File: src/rtl/alu_share_ctrl.sv
// Round-robin scheduler that time-shares one external combinational ALU between two
// clients. Each accepted op drives the ALU for EXEC_CYCLES, then returns y to its owner.
module alu_share_ctrl #(
   parameter int unsigned DW          = 8,
   parameter int unsigned EXEC_CYCLES = 1
) (
   input  logic          clk,
   input  logic          rst_n,
   input  logic          req0_valid,
   output logic          req0_ready,
   input  logic [2:0]    req0_op,
   input  logic [DW-1:0] req0_a,
   input  logic [DW-1:0] req0_b,
   input  logic          req1_valid,
   output logic          req1_ready,
   input  logic [2:0]    req1_op,
   input  logic [DW-1:0] req1_a,
   input  logic [DW-1:0] req1_b,
   output logic          rsp0_valid,
   input  logic          rsp0_ready,
   output logic [DW-1:0] rsp0_data,
   output logic          rsp1_valid,
   input  logic          rsp1_ready,
   output logic [DW-1:0] rsp1_data,
   output logic [2:0]    alu_opcode,
   output logic [DW-1:0] alu_a,
   output logic [DW-1:0] alu_b,
   input  logic [DW-1:0] alu_y,
   output logic          busy
);

   localparam int unsigned CW = 4;

   typedef enum logic [1:0] {
      IDLE = 2'd0,
      EXEC = 2'd1,
      RESP = 2'd2
   } state_t;

   state_t        state_q;
   state_t        state_d;
   logic          last_gnt_q;
   logic          owner_q;
   logic [CW-1:0] cnt_q;
   logic          gnt_c;
   logic          gnt_vld_c;
   logic          accept_c;
   logic          rsp_take_c;

   // Round-robin grant: a lone requester wins, a tie goes to the client not served last
   always_comb begin
      gnt_vld_c = req0_valid | req1_valid;
      gnt_c     = 1'b0;
      if (req0_valid && req1_valid) begin
         gnt_c = ~last_gnt_q;
      end else if (req1_valid) begin
         gnt_c = 1'b1;
      end
   end

   always_ff @(posedge clk or negedge rst_n) begin
      if (!rst_n) begin
         state_q <= IDLE;
      end else begin
         state_q <= state_d;
      end
   end

   always_comb begin
      state_d = state_q;
      case (state_q)
         IDLE:    if (accept_c) state_d = EXEC;
         EXEC:    if (cnt_q == '0) state_d = RESP;
         RESP:    if (rsp_take_c) state_d = IDLE;
         default: state_d = IDLE;
      endcase
   end

   // Handshake decode; ready only exists in IDLE so busy clients are never accepted
   always_comb begin
      req0_ready = 1'b0;
      req1_ready = 1'b0;
      busy       = (state_q != IDLE);
      if ((state_q == IDLE) && gnt_vld_c) begin
         req0_ready = ~gnt_c;
         req1_ready = gnt_c;
      end
      accept_c   = (req0_valid & req0_ready) | (req1_valid & req1_ready);
      rsp_take_c = (state_q == RESP) & (owner_q ? rsp1_ready : rsp0_ready);
   end

   // Datapath: ALU operands change only on accept; response data is zero unless valid
   always_ff @(posedge clk or negedge rst_n) begin
      if (!rst_n) begin
         alu_opcode <= '0;
         alu_a      <= '0;
         alu_b      <= '0;
         owner_q    <= 1'b0;
         last_gnt_q <= 1'b1;
         cnt_q      <= '0;
         rsp0_valid <= 1'b0;
         rsp1_valid <= 1'b0;
         rsp0_data  <= '0;
         rsp1_data  <= '0;
      end else begin
         case (state_q)
            IDLE: begin
               if (accept_c) begin
                  alu_opcode <= gnt_c ? req1_op : req0_op;
                  alu_a      <= gnt_c ? req1_a  : req0_a;
                  alu_b      <= gnt_c ? req1_b  : req0_b;
                  owner_q    <= gnt_c;
                  last_gnt_q <= gnt_c;
                  cnt_q      <= CW'(EXEC_CYCLES - 1);
               end
            end
            EXEC: begin
               if (cnt_q != '0) begin
                  cnt_q <= cnt_q - CW'(1);
               end else if (owner_q) begin
                  rsp1_valid <= 1'b1;
                  rsp1_data  <= alu_y;
               end else begin
                  rsp0_valid <= 1'b1;
                  rsp0_data  <= alu_y;
               end
            end
            RESP: begin
               if (rsp_take_c) begin
                  rsp0_valid <= 1'b0;
                  rsp1_valid <= 1'b0;
                  rsp0_data  <= '0;
                  rsp1_data  <= '0;
               end
            end
            default: ;
         endcase
      end
   end

endmodule

File: config.mk
export PLATFORM = sky130hd
export DESIGN_NAME = alu_share_ctrl
export DESIGN_NICKNAME = d
export VERILOG_FILES = /design/src/rtl/alu_share_ctrl.sv
export SDC_FILE = /design/constraint.sdc
export NUM_CORES = 1
export LEC_CHECK = 0
export ABC_AREA = 1
export BUFFER_PORTS_ARGS = -buffer_cell sky130_fd_sc_hd__buf_2
export CAP_MARGIN = 20
export CORE_ASPECT_RATIO = 1.4
export CORE_MARGIN = 3
export CORE_UTILIZATION = 47
export DETAILED_ROUTE_END_ITERATION = 10
export HOLD_SLACK_MARGIN = 0.15
export PLACE_DENSITY_LB_ADDON = 0.05
export SLEW_MARGIN = 20
export SYNTH_ARGS = -nofsm -noshare
export SYNTH_HDL_FRONTEND = slang
export SYNTH_SLANG_ARGS = --single-unit
File: constraint.sdc
create_clock -name clk -period 1.99 [get_ports clk]
set_input_delay 0.0995 -clock clk [delete_from_list [all_inputs] [get_ports clk]]
set_output_delay 0.0995 -clock clk [all_outputs]
set_load 0.03 [all_outputs]
==> results by stage, run 1 <==
Status:
- The flow ran to the end, and the final reports show no timing, DRC or antenna violations.

Placed design:
- The cell count after placement is a little over 400.
- At the placement stage, the worst setup path has a slack of around 0.40 ns.
- The cell area reported after detailed placement is 0.002624 mm^2.
- The HPWL after detailed placement is ~3800 um.
- Buffers placed on the I/O ports in this run total 91.
- The placer's final routability congestion estimate is between 0.8 and 0.9.

Clock network:
- TritonCTS built the clock tree.
- Clock-pin slew was measured on the worst setup and hold paths at approximately 0.090 ns.
- The number of buffers inserted during clock tree synthesis is 5.
- The maximum root-to-sink buffer count is 2.
- The buffer type at the clock tree root is sky130_fd_sc_hd__clkbuf_8.
- The sink count of the clock tree is 45.
- At the later pin of the worst-skew pair, clock insertion delay measures around 0.3 ns.
- The total number of H-tree levels is 2.

Cells and area:
- The number of antenna diodes is 0.
- The count of cells in the finished layout, fillers not included, comes to 456.
- The final standard cell area without fillers is about 0.0032 mm^2.
- Counting the fill cells in the layout gives 343.
- Summing all multi-input logic gate instances after layout gives 867.1 um^2.
- The area added between synthesis and finish is 50.91%.
- At the end of the flow the core is filled with cells to between 70% and 80%.
- Cells with a size suffix above 1 make up 30.56% of the layout.
- The register area is 0.001129 mm^2.
- The post-layout net count is 449.

STA:
- The number of failing hold endpoints at the final stage is 0.
- Setup violations remaining at the end of the flow were counted as 0.
- The final critical-path setup slack is 0.07838 ns.
- The worst path uses 96.06% of the clock period.
- Between clock sinks in the finished design, the worst skew comes to roughly 0.010 ns.
- The final-report max-slew violation count is 0.
- The final worst hold slack is around 0.15 ns.
- The slew at the pin closest to its max-slew limit is roughly 0.43 ns.
- Measured against its own limit, the worst slew margin works out to a little under three quarters.
- Static timing analysis puts the maximum clock frequency at between 500 and 600 MHz.
- The final critical-path required period is 1.912 ns.

Pwr:
- The total power density per cell area is 1635 mW/mm^2.
- The static leakage is between 1.5 and 2 nW.
- IR analysis of the VDD net gives a maximum drop of 0.0009340 V.
- The switching share of power is between 40% and 50%.
- The cell-internal power is approximately 0.0028 W.
- Per report_power, the clock group accounts for 13.1% of the total.
- The switching power total is between 0.002 and 0.0025 W.
- In this run, the combinational gates consume a little under three fifths of the power.
- Per report_power, the sequential group accounts for a little under a third of the total.

Yosys:
- Yosys instantiated no cell more often than sky130_fd_sc_hd__nand2_1.
- The part of the Yosys area used for sequential elements is between 50% and 60%.
- The top cell type's share of synthesized area is roughly 52%.
- The mean post-synth cell area is 8.220 um^2.
- The total nets after synthesis is 312.
- Yosys mapped a number of flops with a built-in enable equal to 0.
- The async set or reset register ratio after synthesis is between 90% and 100%.
- The commonest cells after synthesis are sky130_fd_sc_hd__nand2_1, sky130_fd_sc_hd__dfrtp_1, sky130_fd_sc_hd__nand3_1.
- After technology mapping, the gate count stands at 258.
- Synthesis instantiated 24 different standard cells from the library.
- The cell type contributing the most total cell area after synthesis is sky130_fd_sc_hd__dfrtp_1.
- The post-synth design cell area is 0.002121 mm^2.
- By area the synthesized netlist is led by sky130_fd_sc_hd__dfrtp_1, sky130_fd_sc_hd__nand2_1, sky130_fd_sc_hd__nand3_1.
- The flip-flop and latch count after synthesis is 45.
- The Yosys step of the flow raised 0 warnings.
- The most used flip-flop cell after synthesis is sky130_fd_sc_hd__dfrtp_1.

Critical path:
- The endpoint type of the worst setup path is a flop.
- Of all nets on the critical path, the largest fanout is 8.
- The arrival time at the worst endpoint is between 2 and 2.5 ns.
- The startpoint type of the worst setup path is a flop.
- The type of the setup path with the least slack is flop to flop.
- The data required time at the worst endpoint is around 2.2 ns.

Flow run:
- Max-cap violations in this run came to 0.

Floorplan:
- The core region is about 0.0043 mm^2.
- The die is between 80 and 90 um tall.
- The number of I/O pins is 92.
- The effective utilization at floorplan is between 40% and 50%.
- The number of rows created at floorplan is 28.
- The die area is approximately 0.0054 mm^2.
- The die is 62.77 um wide.

Routing:
- For this block, the initial DRC count from the detailed router was about 140.
- Once detail routing completed, the nets flagged for antenna violations numbered 0.
- The total number of vias is 2,227.
- After detailed routing, the total wire length is about 6100 um.
- The first TritonRoute pass finished after 4 iterations.
- The final routed wire length divided by cell count is 13.34 um.
- Dividing the detail-routed via count by the number of cells gives ~4.9.
- The number of design rule violations left after detail routing is 0.

GRT:
- The via count of the first global-routing pass came to about 2,200.
- The wire length of the first global-routing pass is 9880 um.
- For this run, the total global-route usage over all layers was measured as between 20% and 30%.
- The number of antenna violations at the first check in global routing is 0.
- The largest net degree at the start of global routing is 29.
- The total congestion overflow is 0.

Hold path:
- The tightest min-delay check is of the primary input to flop type.
-- kinds of logic (layout without fill, tap and decap cells) --
kind of cell / after synthesis / after routing / synth area share [%]
adders and majority gates: 2 / 2 / 1.180
AOI/OAI and AO/OA: 6 / 6 / 1.711
DFF: 45 / 45 / 53.16
buffers and inverters: 30 / 168 / 6.666
xor gates and xnor gates: 1 / 1 / 0.4131
and+or+nand+nor: 174 / 174 / 36.87
-- worst max-delay path: stages (launching register included) --
cell and delay (ns):
sky130_fd_sc_hd__dfstp_2 0.54, sky130_fd_sc_hd__a21boi_1 0.09, sky130_fd_sc_hd__nand2_1 0.15, sky130_fd_sc_hd__clkinvlp_4 0.15
sky130_fd_sc_hd__buf_4 0.18, sky130_fd_sc_hd__nand2_1 0.06, sky130_fd_sc_hd__nand3_1 0.07, sky130_fd_sc_hd__dlygate4sd3_1 0.56
-- worst paths after layout --
check,from,endpoint,slack [ns],cells after the start
min in group asynchronous,rst_n,rsp0_data[4],0.24,2
min,alu_y[3],rsp0_data[3],0.15,5
max,last_gnt_q,alu_a[2],0.08,7
max reg2reg,last_gnt_q,alu_a[2],0.08,7
max in group asynchronous,rst_n,last_gnt_q,1.01,3
min reg2reg,rsp1_data[0],rsp1_data[0],0.47,2
-- layout make-up --
cell class	count	share of cell area, %
tap	60	2.346
sequential	45	35.26
multi-input combinational	183	27.09
clock inverter	2	1.095
clock buffer	6	2.267
inverter	20	2.502
timing repair buffer	140	29.44
-- power groups by stage --
stage / Sequential [W] / Clock (W) / Combinational (W)
after floorplan: 0.00223 / 0 / 0.00124
after global placement: 0.00158 / 0 / 0.00253
after detailed placement: 0.00158 / 0 / 0.00257
after CTS: 0.00157 / 0.000693 / 0.00286
after global routing: 0.00164 / 0.000718 / 0.00325
final: 0.00158 / 0.000683 / 0.00297
-- per-layer routing --
metal	up-vias	global-route usage, %	wire [um]	share of wire, %
met5	-	0	0	0
met2	93	42.62	3200	53
met4	0	11.04	121	2.0
met3	12	5.166	418	6.9
met1	1029	25.47	2342	39
li1	1093	-	-	-
-- flip-flops by register name (all words and copies together), names as in the netlist --
signal / count
alu_a: 8
alu_b: 8
alu_opcode: 3
cnt_q: 4
last_gnt_q: 1
owner_q: 1
rsp0_data: 8
rsp0_valid: 1
rsp1_data: 8
rsp1_valid: 1
state_q: 2
-- per-stage QoR --
stage	power [W]	TNS, ns
after floorplan	0.003471	0
after global placement	0.004102	0
after detailed placement	0.004151	0
after CTS	0.005118	0
after global routing	0.005600	-0.1089
final	0.005233	0
-- cell usage in the layout, fill, tap and decap left out, types with 4 or more instances in the layout --
master,n
sky130_fd_sc_hd__buf_2,91
sky130_fd_sc_hd__o21ai_0,4
sky130_fd_sc_hd__nor2_1,13
sky130_fd_sc_hd__buf_4,5
sky130_fd_sc_hd__nand2_1,111
sky130_fd_sc_hd__clkbuf_8,5
sky130_fd_sc_hd__nand4_1,17
sky130_fd_sc_hd__dfrtp_1,43
sky130_fd_sc_hd__inv_1,15
sky130_fd_sc_hd__dlygate4sd3_1,41
sky130_fd_sc_hd__nand3_1,24
-- repair_timing --
action,4_1_cts,5_1_grt
setup buffers,0,2
resized for setup,0,7
hold endpoints to repair,38,0
hold buffers,41,0
setup endpoints to repair,0,14
No activity file was read; power rests on OpenSTA's default activity.
==> inputs of run 2 (changes only) <==
- CORE_ASPECT_RATIO: 1.4 -> 1.75
==> run 2 against run 1 <==
Net effect:
- utilization decreased by 0.30 points
- critical path type unchanged
- die area up 0.38%
- final area down 1.5%
- clock power is 10% lower
- power fell by 0.22%
- clock skew fell by 0.0068 ns
- count of clock-buffer cells in the layout increased by 1
- global-route usage increased by 0.75 points
==> results by stage, run 2 (synthesis gave the netlist of run 1 again) <==
Status:
- The flow ran to the end, and the final reports show no timing, DRC or antenna violations.

Floorplan:
- For this design the top-level I/O count stands at a little over 90.
- The number of rows created at floorplan is 31.
- The die span in x is roughly 57 um.
- The die covers about 0.0054 mm^2.
- The initial utilization of the core area, before any placement, comes to between 50% and 60%.
- The y dimension of the die is ~95 um.
- The total area inside the core boundary comes to between 0.004 and 0.005 mm^2.

Placed design:
- The cell area reported after detailed placement is 0.002628 mm^2.
- Routability-driven placement finished with a final weighted congestion of 0.8263.
- OpenSTA, run right after detailed placement, puts the worst setup slack at about 0.42 ns.
- The count of buffers added on input and output ports is 91.
- The wire-length estimate of the detail-placed layout is 3870 um.

GRT:
- The number of antenna violations at the first check in global routing was 0.
- The via count of the first global-routing pass is about 2,200.
- For this run, the total global-route usage over all layers was measured as 24.10%.
- The first global-routing pass estimated approximately 10,000 um of wire.
- The largest net degree at the start of global routing is 46.
- The total congestion overflow is 0.

Clock network:
- The clock reaches the later pin of the worst-skew pair after ~0.29 ns.
- The total number of H-tree levels is 2.
- The maximum root-to-sink buffer count is 2.
- The number of buffers inserted during clock tree synthesis is 5.
- The CTS tree is built.
- The sink count of the clock tree is 45.
- The clock-pin transition on the worst setup and hold timing paths is about 0.080 ns.
- The tree is rooted in a sky130_fd_sc_hd__clkbuf_8.

Critical path:
- The signal on the critical path passes through nor2_2 -> o21ai_2 -> nor2_4 -> buf_12 -> nand2_1 -> nand3_1 -> dlygate4sd3_1.
- The startpoint identified for the worst register-to-register timing path is state_q[0].
- The worst setup path startpoint is state_q[0].
- The setup check on the worst reg-to-reg path leaves a slack of roughly 0.12 ns.
- The arrival time at the worst endpoint is ~2.1 ns.
- The data required time at the worst endpoint is between 2 and 2.5 ns.
- Of all nets on the critical path, the largest fanout is 19.
- The worst setup path is captured at a flop.
- The type of the setup path with the least slack is flop to flop.
- The worst setup path is launched from a flop.
- The largest single stage delay on the critical path is 0.58 ns.
- The critical path's slowest cell is sky130_fd_sc_hd__dlygate4sd3_1.

STA:
- Across all hold checks on the routed design, the worst slack comes to 0.1759 ns.
- Once routing completed, OpenROAD measured the worst setup slack at around 0.12 ns.
- The final-report max-slew violation count is 0.
- Setup violations remaining at the end of the flow were counted as 0.
- Setup repair after global routing left no endpoint under its margin.
- Headroom to the max-slew limit came out at 72.56%.
- Setup total negative slack on the finished layout was measured at 0 ns.
- The part of the cycle the worst path needs is a little over nine tenths.
- For the pin with the worst max-slew slack, the measured transition is between 0.4 and 0.5 ns.
- The number of failing hold endpoints at the final stage is 0.
- Clock skew on the completed layout was measured at 0.003674 ns.
- The maximum clock rate is about 530 MHz.
- The final critical-path required period is ~1.9 ns.

Cells and area:
- The fraction of the core area covered by cells at the end of the flow is around three quarters.
- Compared with the post-synthesis result, the final layout area differs by 48.67%.
- At the end of the flow, the number of nets in the layout was approximately 450.
- The number of antenna diodes is 0.
- The post-route netlist has around 31% of its cells at a drive strength greater than 1.
- The top cell types in the final layout, fill and taps aside, are sky130_fd_sc_hd__nand2_1, sky130_fd_sc_hd__buf_2, sky130_fd_sc_hd__dfrtp_1.
- The final standard cell area without fillers is 0.003153 mm^2.
- The commonest non-fill, non-tap cell in the layout is sky130_fd_sc_hd__nand2_1.

Routing:
- Wire segments on met2 add up to about 3600 um in the final route.
- Dividing the detail-routed via count by the number of cells gives 5.043.
- After detailed routing, the met3 layer carries 291 um of wire.
- The final wirelength is approximately 6300 um.
- The remaining antenna violation count is 0.
- The length of routed wiring on met1 is approximately 2200 um.
- The top metal layer carrying routed signals is met4.
- The final routed wire length divided by cell count is 14.26 um.
- The number of design rule violations left after detail routing is 0.
- The first detailed-routing pass took 4 iterations.
- Across all layers, the routed design uses roughly 2,200 vias.
- In this run, the number of DRC markers left after iteration 0 of detailed routing was 39.

Pwr:
- For this design the ratio of total power to cell area is between 1500 and 2000 mW/mm^2.
- The peak supply drop is 0.001129 V.
- The analysis attributes to cell leakage a power of about 1.8 nW.

Hold path:
- The launch instance of the worst min-delay path is alu_y[7].
- The path class of the tightest hold or removal check is primary input to flop.

Flow run:
- Max-cap violations in this run came to 0.
run 2: area by class of cell:
type | count | area, um^2
sequential | 45 | 1129
multi-input combinational | 183 | 863.3
clock buffer | 7 | 96.34
timing repair buffer | 136 | 922.1
inverter | 20 | 76.32
fill | 331 | 1075
clock inverter | 1 | 5.005
tap | 49 | 61.31
run 2: where the power goes:
group / switching (W) / internal, W
registers: 0.000252 / 0.00134
logic: 0.00191 / 0.00111
clock network: 0.000300 / 0.000314
total: 0.00246 / 0.00276
run 2: what timing repair did:
action	CTS	global route
resized for setup	0	6
buffers inserted	0	1
endpoints found under the setup margin	0	18
hold endpoints to repair	65	0
hold buffers	40	0
run 2: final timing paths:
kind | end | cells after the start
setup / recovery | alu_b[3] | 7
hold / removal | rsp0_data[7] | 5
setup reg to reg | alu_b[3] | 7
hold reg to reg | rsp1_data[4] | 2
max in group asynchronous | last_gnt_q | 3
min in group asynchronous | cnt_q[3] | 3
run 2: metrics by stage:
stage,cells,total power [W]
after detailed placement,392,0.004165
after CTS,440,0.005167
after global routing,441,0.005615
after global placement,392,0.004108
final,441,0.005221
after floorplan,258,0.003471
run 2: worst max-delay path, delay by kind of cell (launching register included):
kind | cells | cell delay (ns)
AND/OR/NAND/NOR | 4 | 0.50
flip-flops | 1 | 0.47
buffers and inverters | 2 | 0.74
AO/OA/AOI/OAI | 1 | 0.10
run 2: per-layer routing:
| layer | GRT usage, % | vias to the layer above |
|---|---|---|
| met5 | 0 | - |
| met4 | 8.511 | 0 |
| met3 | 3.967 | 16 |
| met2 | 46.04 | 80 |
| met1 | 26.23 | 1046 |
| li1 | - | 1082 |
==> inputs of run 3 (changes only) <==
- PLACE_DENSITY_LB_ADDON: 0.05 -> 0.12
==> run 3 against run 2 <==
Net effect:
- power shrank 1.3%
- hold slack got worse by 0.024 ns
- via count increased by 1.5%
- sequential cell count did not move
- utilization shrank 0.89 points
- clock skew up 0.0058 ns
- critical path depth increased by 1
- wire length grew 0.67%
- final area down 1.2%
- clock power decreased by 12%
- die area did not move
- count of clock-buffer cells in the layout unchanged
- largest cell class unchanged
==> results by stage, run 3 (synthesis gave the netlist of run 1 again) <==
STA:
- The clock arrives with around 0.0094 ns of skew.
- The number of failing hold endpoints at the final stage is 0.
- Setup violations remaining at the end of the flow were counted as 0.
- The slew at the pin closest to its max-slew limit is around 0.46 ns.
- Dividing the final minimum period by the clock period gives between 90% and 100%.
- The maximum clock rate is about 500 MHz.
- Setup repair after global routing could not meet its margin everywhere.
- Across all setup checks in the final design, the least slack found is around 0.031 ns.
- For the finished layout, the period the worst path requires is 1.959 ns.
- The remaining max-slew budget at the tightest pin is 69.64%.
- The final-report max-slew violation count was 0.

Critical path:
- The startpoint type of the worst setup path is a primary input.
- The biggest fanout along the worst timing path is 11.
- The worst setup path is captured at a flop.
- For the worst setup path, the data required time is 2.16 ns.
- For the worst setup path, the data arrival time is between 2 and 2.5 ns.
- The internal reg-to-reg setup slack is around 0.050 ns.
- The critical path is of the primary input to flop type.

Clock network:
- In this run, CTS created clock tree buffers numbering 5.
- The clock passes through at most 2 buffers.
- The sink count of the clock tree is 45.
- The total number of H-tree levels is 2.
- The clock-pin transition on the worst setup and hold timing paths is roughly 0.080 ns.
- The buffer type at the clock tree root is sky130_fd_sc_hd__clkbuf_8.
- The clock reaches the later pin of the worst-skew pair after just under 0.3 ns.
- The CTS tree is built.

Routing:
- The first detailed-routing pass ran for 5 iterations.
- The routed design has around 6300 um of wire.
- Dividing the detail-routed wire length by the instance count gives about 14 um.
- The total number of vias is 2,258.
- The routed via count divided by cell count is slightly above 5.
- In this run the remaining antenna-violating nets after routing total 0.
- For this run, design rule violations remaining after detail routing come to 0.
- The first routing iteration left 50 violations.

Cells and area:
- The filler cell count in the final layout is 331.
- The number of antenna diodes is 0.
- The number of standard cells in the layout, taps in and fillers out is 442.
- In the layout the commonest cells are sky130_fd_sc_hd__nand2_1, sky130_fd_sc_hd__buf_2, sky130_fd_sc_hd__dfrtp_1.
- In the final design database the tool counted between 400 and 500 nets.
- The commonest non-fill, non-tap cell in the layout is sky130_fd_sc_hd__nand2_1.
- The share of cells above drive strength 1 is 29.77%.
- The area added between synthesis and finish is 46.90%.
- After routing the design area is approximately 0.0031 mm^2.
- The footprint of the multi-input gates is between 800 and 900 um^2.
- The sequential cells in the finished layout cover a total of between 0.001 and 0.0015 mm^2.

Placed design:
- OpenSTA, run right after detailed placement, puts the worst setup slack at ~0.42 ns.
- Input and output buffers added on the ports amount to slightly above 90.
- The congestion estimate from routability-driven global placement came to ~0.78.
- The number of placed instances, taps included, is 394.
- Detailed placement ended at an HPWL of around 4200 um.
- The cell area reported after detailed placement is 0.002618 mm^2.

GRT:
- The global router's overall resource usage is approximately a quarter.
- The via count of the first global-routing pass was 2,256.
- The number of antenna violations at the first check in global routing came to 0.
- The largest net degree at the start of global routing is 24.
- The first global-routing pass estimated around 10,000 um of wire.
- The total congestion overflow is 0.

Hold path:
- The type of the most critical hold path is primary input to flop.

Floorplan:
- The y dimension of the die is 94.86 um.
- The number of I/O pins is 92.
- The die span in x is between 50 and 60 um.
- The core region area is about 0.0042 mm^2.
- The die covers 0.005386 mm^2.
- The floorplan has 31 rows.
- The effective utilization at floorplan is about half.

Flow run:
- The number of max-cap violations is 0.

Pwr:
- The total power is around 0.0052 W.
- Dividing total power by cell area gives a power density of around 1700 mW/mm^2.
- The peak supply drop is around 0.0010 V.
- Summed over all cells, the static leakage comes to 1.738 nW.

Status:
- The run finished with clean final reports.
run 3: cell types whose count changed in the layout (fill, tap and decap cells not counted), sizes merged:
| cell | delta |
|---|---|
| buf | +1 |
run 3: final cells by class:
| cell class | instances | area share (%) |
|---|---|---|
| inverters | 20 | 2.530 |
| multi-input cells | 183 | 27.75 |
| clock inverters | 1 | 0.1606 |
| repair buffers | 137 | 28.92 |
| well taps | 49 | 1.968 |
| clock buffers | 7 | 2.450 |
| flip-flops and latches | 45 | 36.22 |
run 3: where the power goes:
group          switching, W  internal (W)
clock network      0.000292      0.000247
logic               0.00193       0.00109
registers          0.000257       0.00134
total               0.00248       0.00268
run 3: worst paths after layout:
kind                                  to        from  cells past startpoint
min reg2reg                   last_gnt_q  last_gnt_q                      2
min in group asynchronous       cnt_q[3]       rst_n                      2
max in group asynchronous   rsp0_data[7]       rst_n                      3
max                        alu_opcode[1]  req0_valid                      8
max reg2reg                alu_opcode[1]  state_q[0]                      7
min                           last_gnt_q  req1_valid                      4
run 3: critical path: stages:
cell	delay, ns
sky130_fd_sc_hd__dlygate4sd3_1	0.54
sky130_fd_sc_hd__buf_2	0.15
sky130_fd_sc_hd__o21ai_4	0.28
sky130_fd_sc_hd__nor2_1	0.11
sky130_fd_sc_hd__buf_4	0.18
sky130_fd_sc_hd__nand2_1	0.08
sky130_fd_sc_hd__nand3_1	0.11
sky130_fd_sc_hd__dlygate4sd3_1	0.58
run 3: repair_timing:
action	4_1_cts	5_1_grt
endpoints found under the hold margin	38	0
buffers inserted	0	0
resized for setup	0	5
endpoints found under the setup margin	0	19
hold buffers	40	0
run 3: routing by layer:
layer  vias to the layer above  track usage, %  part of all wire, %
met1                      1064           23.94                   36
met5                         -               0                    0
met4                         0           10.83                  2.9
met2                        88           46.91                   55
met3                        19           5.062                  6.0
li1                       1087               -                    -
run 3: metrics by stage:
step	utilization (%)	setup TNS, ns	hold slack (ns)
3_3_place_gp	61.91	0	0.07174
5_1_grt	73.69	-0.05132	0.1781
2_1_floorplan	-	0	-0.1961
3_5_place_dp	61.91	0	0.07627
6_report	73.69	0	0.1520
4_1_cts	73.31	0	0.1538
